<file path="src/rtl/gray_packer_if.sv">
// Sample/word handshake bundle for gray_packer: sample stream in, packed 32-bit words out.
// slave = the packer itself, master = the environment feeding samples and consuming words.
interface gray_packer_if;
  logic        sync;
  logic [7:0]  in_gray;
  logic        in_valid;
  logic        in_ready;
  logic [31:0] out_data;
  logic [3:0]  out_keep;
  logic        out_eol;
  logic        out_eof;
  logic        out_valid;
  logic        out_ready;

  modport slave (
    input  sync, in_gray, in_valid, out_ready,
    output in_ready, out_data, out_keep, out_eol, out_eof, out_valid
  );

  modport master (
    output sync, in_gray, in_valid, out_ready,
    input  in_ready, out_data, out_keep, out_eol, out_eof, out_valid
  );
endinterface

</file>
<file path="src/rtl/gray_packer.sv">
// Packs 8-bit gray samples four to a 32-bit word with line/frame tracking and zero padding at line end.
// Optional macro GRAY_PACK_THRESH_EN binarizes each sample against THRESH before packing.
module gray_packer #(
  parameter int IMG_WIDTH  = 640,
  parameter int IMG_HEIGHT = 480,
  parameter int THRESH     = 128
) (
  input  logic           clk,
  input  logic           rst,
  gray_packer_if.slave   bus
);
  localparam int CW = (IMG_WIDTH  > 1) ? $clog2(IMG_WIDTH)  : 1;
  localparam int RW = (IMG_HEIGHT > 1) ? $clog2(IMG_HEIGHT) : 1;
  localparam logic [CW-1:0] LAST_COL = CW'(IMG_WIDTH - 1);
  localparam logic [RW-1:0] LAST_ROW = RW'(IMG_HEIGHT - 1);

  logic [CW-1:0] col;
  logic [RW-1:0] row;
  logic [1:0]    idx;
  logic [23:0]   asm_q;

  logic          accept;
  logic [7:0]    sample;
  logic [CW-1:0] cur_col;
  logic [RW-1:0] cur_row;
  logic [1:0]    cur_idx;
  logic [23:0]   cur_asm;
  logic          last_col;
  logic          last_row;
  logic          complete;
  logic [31:0]   word;
  logic [3:0]    keep;

  assign bus.in_ready = ~(bus.out_valid & ~bus.out_ready);
  assign accept       = bus.in_valid & bus.in_ready;

`ifdef GRAY_PACK_THRESH_EN
  assign sample = (int'({24'd0, bus.in_gray}) >= THRESH) ? 8'hFF : 8'h00;
`else
  logic unused_thresh;
  assign unused_thresh = ^THRESH;
  assign sample = bus.in_gray;
`endif

  // A sync in the same cycle as an accept places that sample at the start of a fresh frame.
  assign cur_col  = bus.sync ? '0 : col;
  assign cur_row  = bus.sync ? '0 : row;
  assign cur_idx  = bus.sync ? '0 : idx;
  assign cur_asm  = bus.sync ? '0 : asm_q;
  assign last_col = (cur_col == LAST_COL);
  assign last_row = (cur_row == LAST_ROW);
  assign complete = accept & ((cur_idx == 2'd3) | last_col);

  // Assembly is cleared at every word start, so bytes above cur_idx are already zero padding.
  always_comb begin
    word = {8'h00, cur_asm};
    word[{cur_idx, 3'b000} +: 8] = sample;
    keep = 4'b1111 >> (2'd3 - cur_idx);
  end

  always_ff @(posedge clk or posedge rst) begin
    if (rst) begin
      col           <= '0;
      row           <= '0;
      idx           <= '0;
      asm_q         <= '0;
      bus.out_data  <= '0;
      bus.out_keep  <= '0;
      bus.out_eol   <= 1'b0;
      bus.out_eof   <= 1'b0;
      bus.out_valid <= 1'b0;
    end else begin
      if (bus.out_valid & bus.out_ready)
        bus.out_valid <= 1'b0;

      if (complete) begin
        bus.out_data  <= word;
        bus.out_keep  <= keep;
        bus.out_eol   <= last_col;
        bus.out_eof   <= last_col & last_row;
        bus.out_valid <= 1'b1;
      end

      if (accept) begin
        if (complete) begin
          idx   <= '0;
          asm_q <= '0;
        end else begin
          idx   <= cur_idx + 2'd1;
          asm_q <= word[23:0];
        end
        if (last_col) begin
          col <= '0;
          row <= last_row ? '0 : cur_row + RW'(1);
        end else begin
          col <= cur_col + CW'(1);
          row <= cur_row;
        end
      end else if (bus.sync) begin
        col   <= '0;
        row   <= '0;
        idx   <= '0;
        asm_q <= '0;
      end
    end
  end
endmodule

</file>
<file path="src/flat_wrapper.sv">
// flat-port wrapper written by rule: the top's interface ports become plain ports
module gray_packer_flat 
#(
  parameter int IMG_WIDTH  = 640,
  parameter int IMG_HEIGHT = 480,
  parameter int THRESH     = 128
)
  (clk, rst, bus_sync, bus_in_gray, bus_in_valid, bus_out_ready, bus_in_ready, bus_out_data, bus_out_keep, bus_out_eol, bus_out_eof, bus_out_valid);
  gray_packer_if bus_i ();
  input  logic clk;
  input  logic rst;
  input wire logic [$bits(bus_i.sync)-1:0] bus_sync;
  input wire logic [$bits(bus_i.in_gray)-1:0] bus_in_gray;
  input wire logic [$bits(bus_i.in_valid)-1:0] bus_in_valid;
  input wire logic [$bits(bus_i.out_ready)-1:0] bus_out_ready;
  output wire logic [$bits(bus_i.in_ready)-1:0] bus_in_ready;
  output wire logic [$bits(bus_i.out_data)-1:0] bus_out_data;
  output wire logic [$bits(bus_i.out_keep)-1:0] bus_out_keep;
  output wire logic [$bits(bus_i.out_eol)-1:0] bus_out_eol;
  output wire logic [$bits(bus_i.out_eof)-1:0] bus_out_eof;
  output wire logic [$bits(bus_i.out_valid)-1:0] bus_out_valid;
  assign bus_i.sync = bus_sync;
  assign bus_i.in_gray = bus_in_gray;
  assign bus_i.in_valid = bus_in_valid;
  assign bus_i.out_ready = bus_out_ready;
  assign bus_in_ready = bus_i.in_ready;
  assign bus_out_data = bus_i.out_data;
  assign bus_out_keep = bus_i.out_keep;
  assign bus_out_eol = bus_i.out_eol;
  assign bus_out_eof = bus_i.out_eof;
  assign bus_out_valid = bus_i.out_valid;
  gray_packer #(.IMG_WIDTH(IMG_WIDTH), .IMG_HEIGHT(IMG_HEIGHT), .THRESH(THRESH)) u_core (.clk(clk), .rst(rst), .bus(bus_i));
endmodule
</file>
<file path="config.mk">
export PLATFORM = sky130hd
export DESIGN_NAME = gray_packer_flat
export DESIGN_NICKNAME = d
export VERILOG_FILES = /design/src/rtl/gray_packer_if.sv /design/src/rtl/gray_packer.sv /design/src/flat_wrapper.sv
export SDC_FILE = /design/constraint.sdc
export NUM_CORES = 1
export LEC_CHECK = 0
export ABC_AREA = 1
export CORE_UTILIZATION = 55
export DETAILED_ROUTE_END_ITERATION = 10
export PLACE_DENSITY = 0.9
export SLEW_MARGIN = 25
export SYNTH_ARGS = -nofsm -noshare
export SYNTH_HDL_FRONTEND = slang
export SYNTH_SLANG_ARGS = --single-unit
</file>
<file path="constraint.sdc">
create_clock -name clk -period 5 [get_ports clk]
set_clock_uncertainty 0.1 [all_clocks]
set_input_delay 0.75 -clock clk [delete_from_list [all_inputs] [get_ports clk]]
set_output_delay 0.75 -clock clk [all_outputs]
set_load 0.01 [all_outputs]
</file>
== Word-level counts from Yosys, hierarchy flattened ==
Cells that the tools add are included.

* Register bits: 84
* Output and inout bits: 40
* Input port bits: 13
* Word-level logic and storage cells: 45

* Eq/ne operators: 3
* Reduce and logical (&&, ||, !) cells: 1
* Bitwise logic cells: 8
* Shift operators: 3
* Multiplexer cells: 16
* $add $sub $neg: 5

{| class="wikitable"
|+ Operators with widths
! kind !! count
|-
| 2-to-1 mux 24 bit || 3
|-
| 2-to-1 mux 9 bit || 4
|-
| bitwise mux 32 bit || 1
|-
| variable shift 8 x 7 -> 32 bit (first input constant) || 1
|-
| indexed part select 8 x 7 -> 32 bit || 1
|-
| 2-to-1 mux 10 bit || 3
|-
| adder 10 x 1 -> 10 bit (second input constant) || 1
|-
| == test 10 bit (second input constant) || 1
|-
| adder 9 x 1 -> 9 bit (second input constant) || 1
|-
| == test 9 bit (second input constant) || 1
|-
| negator 5 -> 7 bit || 1
|-
| 2-to-1 mux 2 bit || 3
|-
| AND 1 bit || 5
|-
| >> shifter 4 x 2 -> 4 bit (first input constant) || 1
|-
| adder 2 x 1 -> 2 bit (second input constant) || 1
|-
| == test 2 bit (second input constant) || 1
|-
| 2-to-1 mux 1 bit || 2
|-
| inverter 1 bit || 2
|-
| nonzero test 2 bit || 1
|-
| subtractor 2 bit (first input constant) || 1
|-
| bitwise OR 1 bit || 1
|}

== Depth between registers and ports, before layout ==
Gate-level depths: netlist (run 1).

* Depth in word-level cells: 7
* Depth in mapped cells: 14
* Gate-level depth less buffers: 12

== Worst setup path before layout (run 1) ==
Ideal clock, no wire load.

* Kind: input -> register
* From: input bus_sync
* To: register u_core.asm_q[6]
* Buffers on the path: 4
* Library setup time: 77 ps
* Slack: 2311 ps
* Required time: 4823 ps
* Data arrival time: 2513 ps
* Cell stages on the path: 11
* Cell sequence: buf_6 -> clkinv_4 -> buf_4 -> buf_2 -> nand2_1 -> ha_1 -> clkbuf_1 -> nand3_1 -> o22ai_1 -> nand3_1 -> o21ai_1

* Longest elaborated chain between the ends: 6
* Elaborated cells on any way between the ends: 13
* Those cells by class: add/sub: 1; eq/ne: 2; shift: 2; mux: 6; bitwise: 2

{| class="wikitable"
|+ RTL lines
! item !! RTL line !! source
|-
| start: declaration || flat_wrapper.sv:12 || <nowiki>input wire logic [$bits(bus_i.sync)-1:0] bus_sync;</nowiki>
|-
| 2-to-1 mux 2 bit or 2-to-1 mux 10 bit (tied branches) || - ||
|-
| negator 5 -> 7 bit, or another cell as far along || gray_packer.sv:57 || <nowiki>word[{cur_idx, 3'b000} +: 8] = sample;</nowiki>
|-
| indexed part select 8 x 7 -> 32 bit, or another cell as far along || gray_packer.sv:57 ||
|-
| bitwise mux 32 bit or AND 1 bit (tied branches) || gray_packer.sv:57, gray_packer.sv:52 ||
|-
| 2-to-1 mux 24 bit || gray_packer.sv:85 || <nowiki>if (complete) begin</nowiki>
|-
| 2-to-1 mux 24 bit * || gray_packer.sv:84 || <nowiki>if (accept) begin</nowiki>
|-
| end signal: assignment || gray_packer.sv:90 || <nowiki>asm_q <= word[23:0];</nowiki>
|-
| end: declaration || gray_packer.sv:20 || <nowiki>logic [23:0] asm_q;</nowiki>
|}

Every way passes the cells marked *; elsewhere a longest branch is shown, timed or not.
A chain may end at the register's enable or synchronous reset.

== Worst setup path after layout (run 1) ==
* From: input bus_sync
* To: register u_core.asm_q[10]

Same word-level chain as after synthesis.

==> results.cfg, run 1 <==
[global_routing]
globalRoute.totalOverflow = 0
grt_usage_pct = 27.6
largest_net_degree_at_the_start_of_global_routing = 65
grt_pass1_vias = 3600
first_pass_grt_wire_length_mm = 16.7
grt_antenna_before_repair = 0

[sta]
final.setup.tns_ps = 0
worst_max_slew_margin_expressed_relative_to_the_limit_pct = 54.2
timing.final.crit_share_pct = 76.0
final_hold_viol_count = 0
setup_viol_count_final = 0
pins_over_slew_limit = 0
final.min_clock_period_ps = 3800
final_ws_setup_ps = 1200
timing.fmax_mhz = 263
rsz0062_at_grt = no
worst_slew_pin_slew_ps = 686

[placed_design]
placement_stage_cell_area_mm2 = 0.00470
io_buffers = 52
pre_cts_slack_ps = 846
detailedPlacementHpwl_mm = 6.79
placed_cells_incl_taps = 656
globalplace.congestion = 0.918

[die]
num_rows = 31
initial_core_util_pct = 57.5
chipWidth_um = 89.5
dieArea_mm2 = 0.00801
die_outline_height_um = 89.5
number_of_primary_i_o_pins = 53
core-area_mm2 = 0.00733

[setup_path]
worstPathCellList = clkdlybuf4s50_1 > clkinv_4 > nand2_1 > clkinv_1 > ha_1 > nand2_1 > nand2_4 > inv_4 > nand3_1 > o21ai_1
critPathRequiredTime_ps = 5190
critPathMaxStageDelay_ps = 790
worstPathMaxFanout = 64
crit_path_frequent_cell = sky130_fd_sc_hd__nand2_1
worstSetupPathType = input pin to flip-flop
regToRegSetupSlack_ps = 2560
critical_path.slowest_cell = sky130_fd_sc_hd__clkdlybuf4s50_1
crit_path_start_kind = input pin
worst_setup_path_end_kind = flip-flop
timing.critical_path.arrival_ps = 3990

[synth]
synth_top_cell_by_area = sky130_fd_sc_hd__dfrtp_1
synthesis.nets = 548
synth_cell_type_count = 34
synthTopCellsByArea = sky130_fd_sc_hd__dfrtp_1 50%, sky130_fd_sc_hd__nand2_1 17%, sky130_fd_sc_hd__nand3_1 5.0%
number_of_enable_flip_flop_cells_after_synthesis = 0
synth-async-reset-ratio_pct = 100
synthDominantCellAreaShare_pct = 49.9
synth.yosys.seq_area_share_pct = 49.9
synthesis.instances = 528
syn_area_cell_um2 = 7.98
yosys_warnings = 0
ys.flop_type = sky130_fd_sc_hd__dfrtp_1
synth_area_mm2 = 0.00421
synth_seq_cells = 84

[cts]
root_buffer = sky130_fd_sc_hd__clkbuf_8
numCtsBuffers = 9
number_of_hold_buffers_added_after_cts = 0
cts_tree = yes
tritoncts_num_sinks = 84
clkSlewWorstSetupHoldPaths_ps = 80
insertion_delay_ps = 360
clock_tree.htree_level_count = 3
cts_setup_buffers = 0
ctsResizeCount = 0
maximum_number_of_buffers_from_clock_root_to_sink = 2

[pwr]
cellLeakagePower_nw = 2.28
final_total_power_w = 0.00138
vdd_drop_max_mv = 0.175
power.density_cell_area_mw_per_mm2 = 282

[finish]
n_antenna_cell = 0
finish.cell_count_without_fillers = 672
layout.cells.most_common = sky130_fd_sc_hd__nand2_1
syn2layout_area_growth_pct = 16.5
final_layout_size_suffix_gt1_share_pct = 6.11
final_area_mm2 = 0.00490
most-common-layout-cells = 187 x sky130_fd_sc_hd__nand2_1, 84 x sky130_fd_sc_hd__dfrtp_1, 52 x sky130_fd_sc_hd__clkdlybuf4s50_1
fin_nets = 588

[route]
remaining_drc_errors = 0
initial_drc_count = 363
viasPerCell = 5.66
drt_pre_antenna_iters = 5
postRouteAntennaNets = 0
wl_per_cell_um = 15.0
dr_total_vias = 3801
wl_mm = 10.1

[min_path]
hold_path.class = flip-flop to flip-flop

[flow_run]
maxCapViolCount = 0

[status]
result_of_the_run = complete, no violations
## final timing paths
path | endpoint | cells after the start | from
setup / recovery | u_core.asm_q[10] | 10 | bus_sync
max in group asynchronous | u_core.col[9] | 3 | rst
hold / removal | u_core.bus.out_data[21] | 2 | u_core.bus.out_data[21]
min in group asynchronous | u_core.bus.out_data[19] | 2 | rst
setup reg to reg | u_core.asm_q[10] | 8 | u_core.idx[0]
hold reg to reg | u_core.bus.out_data[21] | 2 | u_core.bus.out_data[21]
## cells in the mapped netlist, types with 3 or more instances
cell type / instances
sky130_fd_sc_hd__a21oi_1: 8
sky130_fd_sc_hd__buf_1: 4
sky130_fd_sc_hd__buf_2: 4
sky130_fd_sc_hd__buf_4: 6
sky130_fd_sc_hd__buf_6: 7
sky130_fd_sc_hd__clkbuf_1: 5
sky130_fd_sc_hd__dfrtp_1: 84
sky130_fd_sc_hd__ha_1: 7
sky130_fd_sc_hd__inv_1: 39
sky130_fd_sc_hd__nand2_1: 187
sky130_fd_sc_hd__nand3_1: 42
sky130_fd_sc_hd__nand4_1: 7
sky130_fd_sc_hd__nor2_1: 39
sky130_fd_sc_hd__nor2_2: 3
sky130_fd_sc_hd__nor3_1: 4
sky130_fd_sc_hd__o21ai_0: 13
sky130_fd_sc_hd__o21ai_1: 24
sky130_fd_sc_hd__o22ai_1: 24
## flip-flops by register name (all words and copies together) (netlist names)
signal,flops
u_core.bus.out_valid,1
u_core.bus.out_keep,4
u_core.bus.out_eof,1
u_core.bus.out_data,32
u_core.bus.out_eol,1
u_core.row,9
u_core.col,10
u_core.idx,2
u_core.asm_q,24
## power breakdown
part | internal [W] | switching [W] | total [W]
logic | 0.0000668 | 0.000103 | 0.000170
registers | 0.000705 | 0.0000138 | 0.000719
clock network | 0.000245 | 0.000249 | 0.000494
## cells by family after synthesis
family	count (synthesis)	synth area share, %
fa+ha+maj	7	2.08
simple gates	289	29.0
compound gates	74	9.86
buf+inv	70	8.32
xor+xnor	4	0.832
flops	84	49.9
## worst max-delay path, delay by kind of cell
kind,cells,cell delay [ps]
and+or+nand+nor,4,780
adders and majority gates,1,290
AOI/OAI and AO/OA,1,120
buffers and inverters,4,2000
## final cells by class
| class | count | area (um2) |
|---|---|---|
| clock buffers | 11 | 141 |
| multi-input cells | 374 | 1760 |
| fillers | 568 | 2430 |
| clock inverters | 5 | 61.3 |
| repair buffers | 55 | 543 |
| flip-flops and latches | 84 | 2100 |
| inverters | 44 | 174 |
| well taps | 99 | 124 |
## layer usage
layer | global-route usage, % | part of all wire [%] | vias to the layer above
li1 | - | - | 1777
met2 | 44.3 | 49 | 179
met5 | 0 | 0 | -
met3 | 4.25 | 6.6 | 34
met4 | 14.0 | 2.8 | 0
met1 | 36.7 | 42 | 1811
## through the flow
step,utilization [%],hold WS (ps)
floorplan,-,395
global placement,64.1,361
detailed placement,64.1,359
CTS,66.9,378
global route,66.9,401
finish,66.9,371
Note: power is estimated with default switching activity, not from simulation.
==> run 2: changes to the inputs <==
Clock period 5 ns to 3.6 ns, I/O delays scaled along.
==> run 2 against run 1 <==
Effect of this change:
- first-iteration DRC count up 6.9%
- combinational power up 40%
- flip-flop and latch count unchanged
- core utilization down 0.051 points
- die area unchanged
- sequential share of layout area about the same
- sequential power up 39%
- final area about the same
- clock power up 23%
- setup slack worse by 610 ps
- final cell count up 0.45%
- critical path type unchanged
- highest routed layer unchanged
==> results.cfg, run 2 (synthesis results as in run 1) <==
[status]
result_of_the_run = complete, no violations

[sta]
worst_max_slew_margin_expressed_relative_to_the_limit_pct = 40.3
final.setup.tns_ps = 0
rsz0062_at_grt = no
pins_over_slew_limit = 0
timing.fmax_mhz = 332
worst_slew_pin_slew_ps = 894
setup_viol_count_final = 0
timing.final.crit_share_pct = 83.7
final_hold_viol_count = 0
final.min_clock_period_ps = 3010

[global_routing]
first_pass_grt_wire_length_mm = 16.4
globalRoute.totalOverflow = 0
largest_net_degree_at_the_start_of_global_routing = 65
grt_pass1_vias = 3619
grt_usage_pct = 27.0
grt_antenna_before_repair = 0

[pwr]
power.density_cell_area_mw_per_mm2 = 376
final_total_power_w = 0.00184
cellLeakagePower_nw = 2.28
vdd_drop_max_mv = 0.311

[route]
dr_total_vias = 3772
wl_per_cell_um = 14.4
remaining_drc_errors = 0
drt_pre_antenna_iters = 5
viasPerCell = 5.59
postRouteAntennaNets = 0
wl_mm = 9.75
initial_drc_count = 388

[placed_design]
globalplace.congestion = 0.877
io_buffers = 52
placed_cells_incl_taps = 659
detailedPlacementHpwl_mm = 6.85
placement_stage_cell_area_mm2 = 0.00472

[finish]
finish.cell_count_without_fillers = 675
fin_nets = 591
largest_reg_flops = 32
largest-register = u_core.bus.out_data
layout.cells.most_common = sky130_fd_sc_hd__nand2_1
n_antenna_cell = 0
final_area_mm2 = 0.00490
syn2layout_area_growth_pct = 16.4
top_regs = u_core.bus.out_data x32, u_core.asm_q x24, u_core.col x10
most-common-layout-cells = 187 x sky130_fd_sc_hd__nand2_1, 84 x sky130_fd_sc_hd__dfrtp_1, 52 x sky130_fd_sc_hd__clkdlybuf4s50_1
fillCellCount = 581
final_layout_size_suffix_gt1_share_pct = 6.77

[min_path]
hold_path.class = flip-flop to flip-flop
min-delay-start = u_core.bus.out_data[23]
whs_path_depth = 2
hold_path_end = u_core.bus.out_data[23]

[setup_path]
rr_worst_depth = 8
crit_path_start_kind = input pin
critical_path.reg2reg.endpoint = u_core.asm_q[6]
critPathRequiredTime_ps = 3780
worstPathMaxFanout = 64
timing.critical_path.arrival_ps = 3190
regToRegSetupSlack_ps = 1230
regToRegStartpoint = u_core.idx[0]
worst_setup_path_end_kind = flip-flop
worstSetupPathType = input pin to flip-flop

[die]
core-area_mm2 = 0.00733
number_of_primary_i_o_pins = 53
initial_core_util_pct = 57.5
num_rows = 31
die_outline_height_um = 89.5
dieArea_mm2 = 0.00801
chipWidth_um = 89.5

[cts]
number_of_hold_buffers_added_after_cts = 0
root_buffer = sky130_fd_sc_hd__clkbuf_8
clock_tree.htree_level_count = 3
clkSlewWorstSetupHoldPaths_ps = 90
cts_tree = yes
numCtsBuffers = 9
ctsResizeCount = 0
tritoncts_num_sinks = 84
maximum_number_of_buffers_from_clock_root_to_sink = 2
cts_setup_buffers = 0
insertion_delay_ps = 350

[flow_run]
maxCapViolCount = 0
[run 2: layout make-up]
class	count	area [um2]	area share, %
Timing Repair Buffer	58	566	11.5
Tap cell	99	124	2.53
Sequential cell	84	2100	42.9
Inverter	44	174	3.55
Multi-Input combinational cell	374	1760	35.9
Clock buffer	9	124	2.53
Clock inverter	7	52.6	1.07
[run 2: through the flow]
stage	hold slack (ps)	worst slack [ps]	util [%]
floorplan	395	795	-
global placement	361	421	64.4
detailed placement	361	298	64.4
CTS	381	625	66.9
global route	400	347	66.9
finish	380	588	66.9
[run 2: worst max-delay path: stages]
cell and delay [ps]:
sky130_fd_sc_hd__clkdlybuf4s50_1 540, sky130_fd_sc_hd__clkinv_4 210, sky130_fd_sc_hd__nand2_1 150, sky130_fd_sc_hd__clkinv_1 230
sky130_fd_sc_hd__ha_1 300, sky130_fd_sc_hd__nand2_1 160, sky130_fd_sc_hd__nand2_4 210, sky130_fd_sc_hd__inv_4 500
sky130_fd_sc_hd__nand3_1 170, sky130_fd_sc_hd__o21ai_1 130
[run 2: worst max-delay path by stage]
| stage | start | to | depth (start not counted) |
|---|---|---|---|
| 3_5_place_dp | bus_sync | u_core.idx[0] | 10 |
| 3_3_place_gp | bus_sync | u_core.asm_q[21] | 10 |
| 6_report | bus_sync | u_core.asm_q[6] | 10 |
| 4_1_cts | bus_sync | u_core.asm_q[12] | 10 |
| 2_1_floorplan | rst | u_core.asm_q[0] | 1 |
| 5_1_grt | bus_sync | u_core.asm_q[8] | 10 |
[run 2: routing by layer]
layer / global-route usage, % / wire length [um] / part of all wire (%)
met5: 0 / 0 / 0
met4: 10.1 / 214 / 2.2
met3: 6.46 / 638 / 6.5
met2: 43.0 / 4670 / 48
met1: 36.2 / 4220 / 43
[run 2: where the power goes]
group	switching, W	internal [W]
Combinational	0.000143	0.0000951
Sequential	0.0000183	0.000980
Clock	0.000357	0.000252
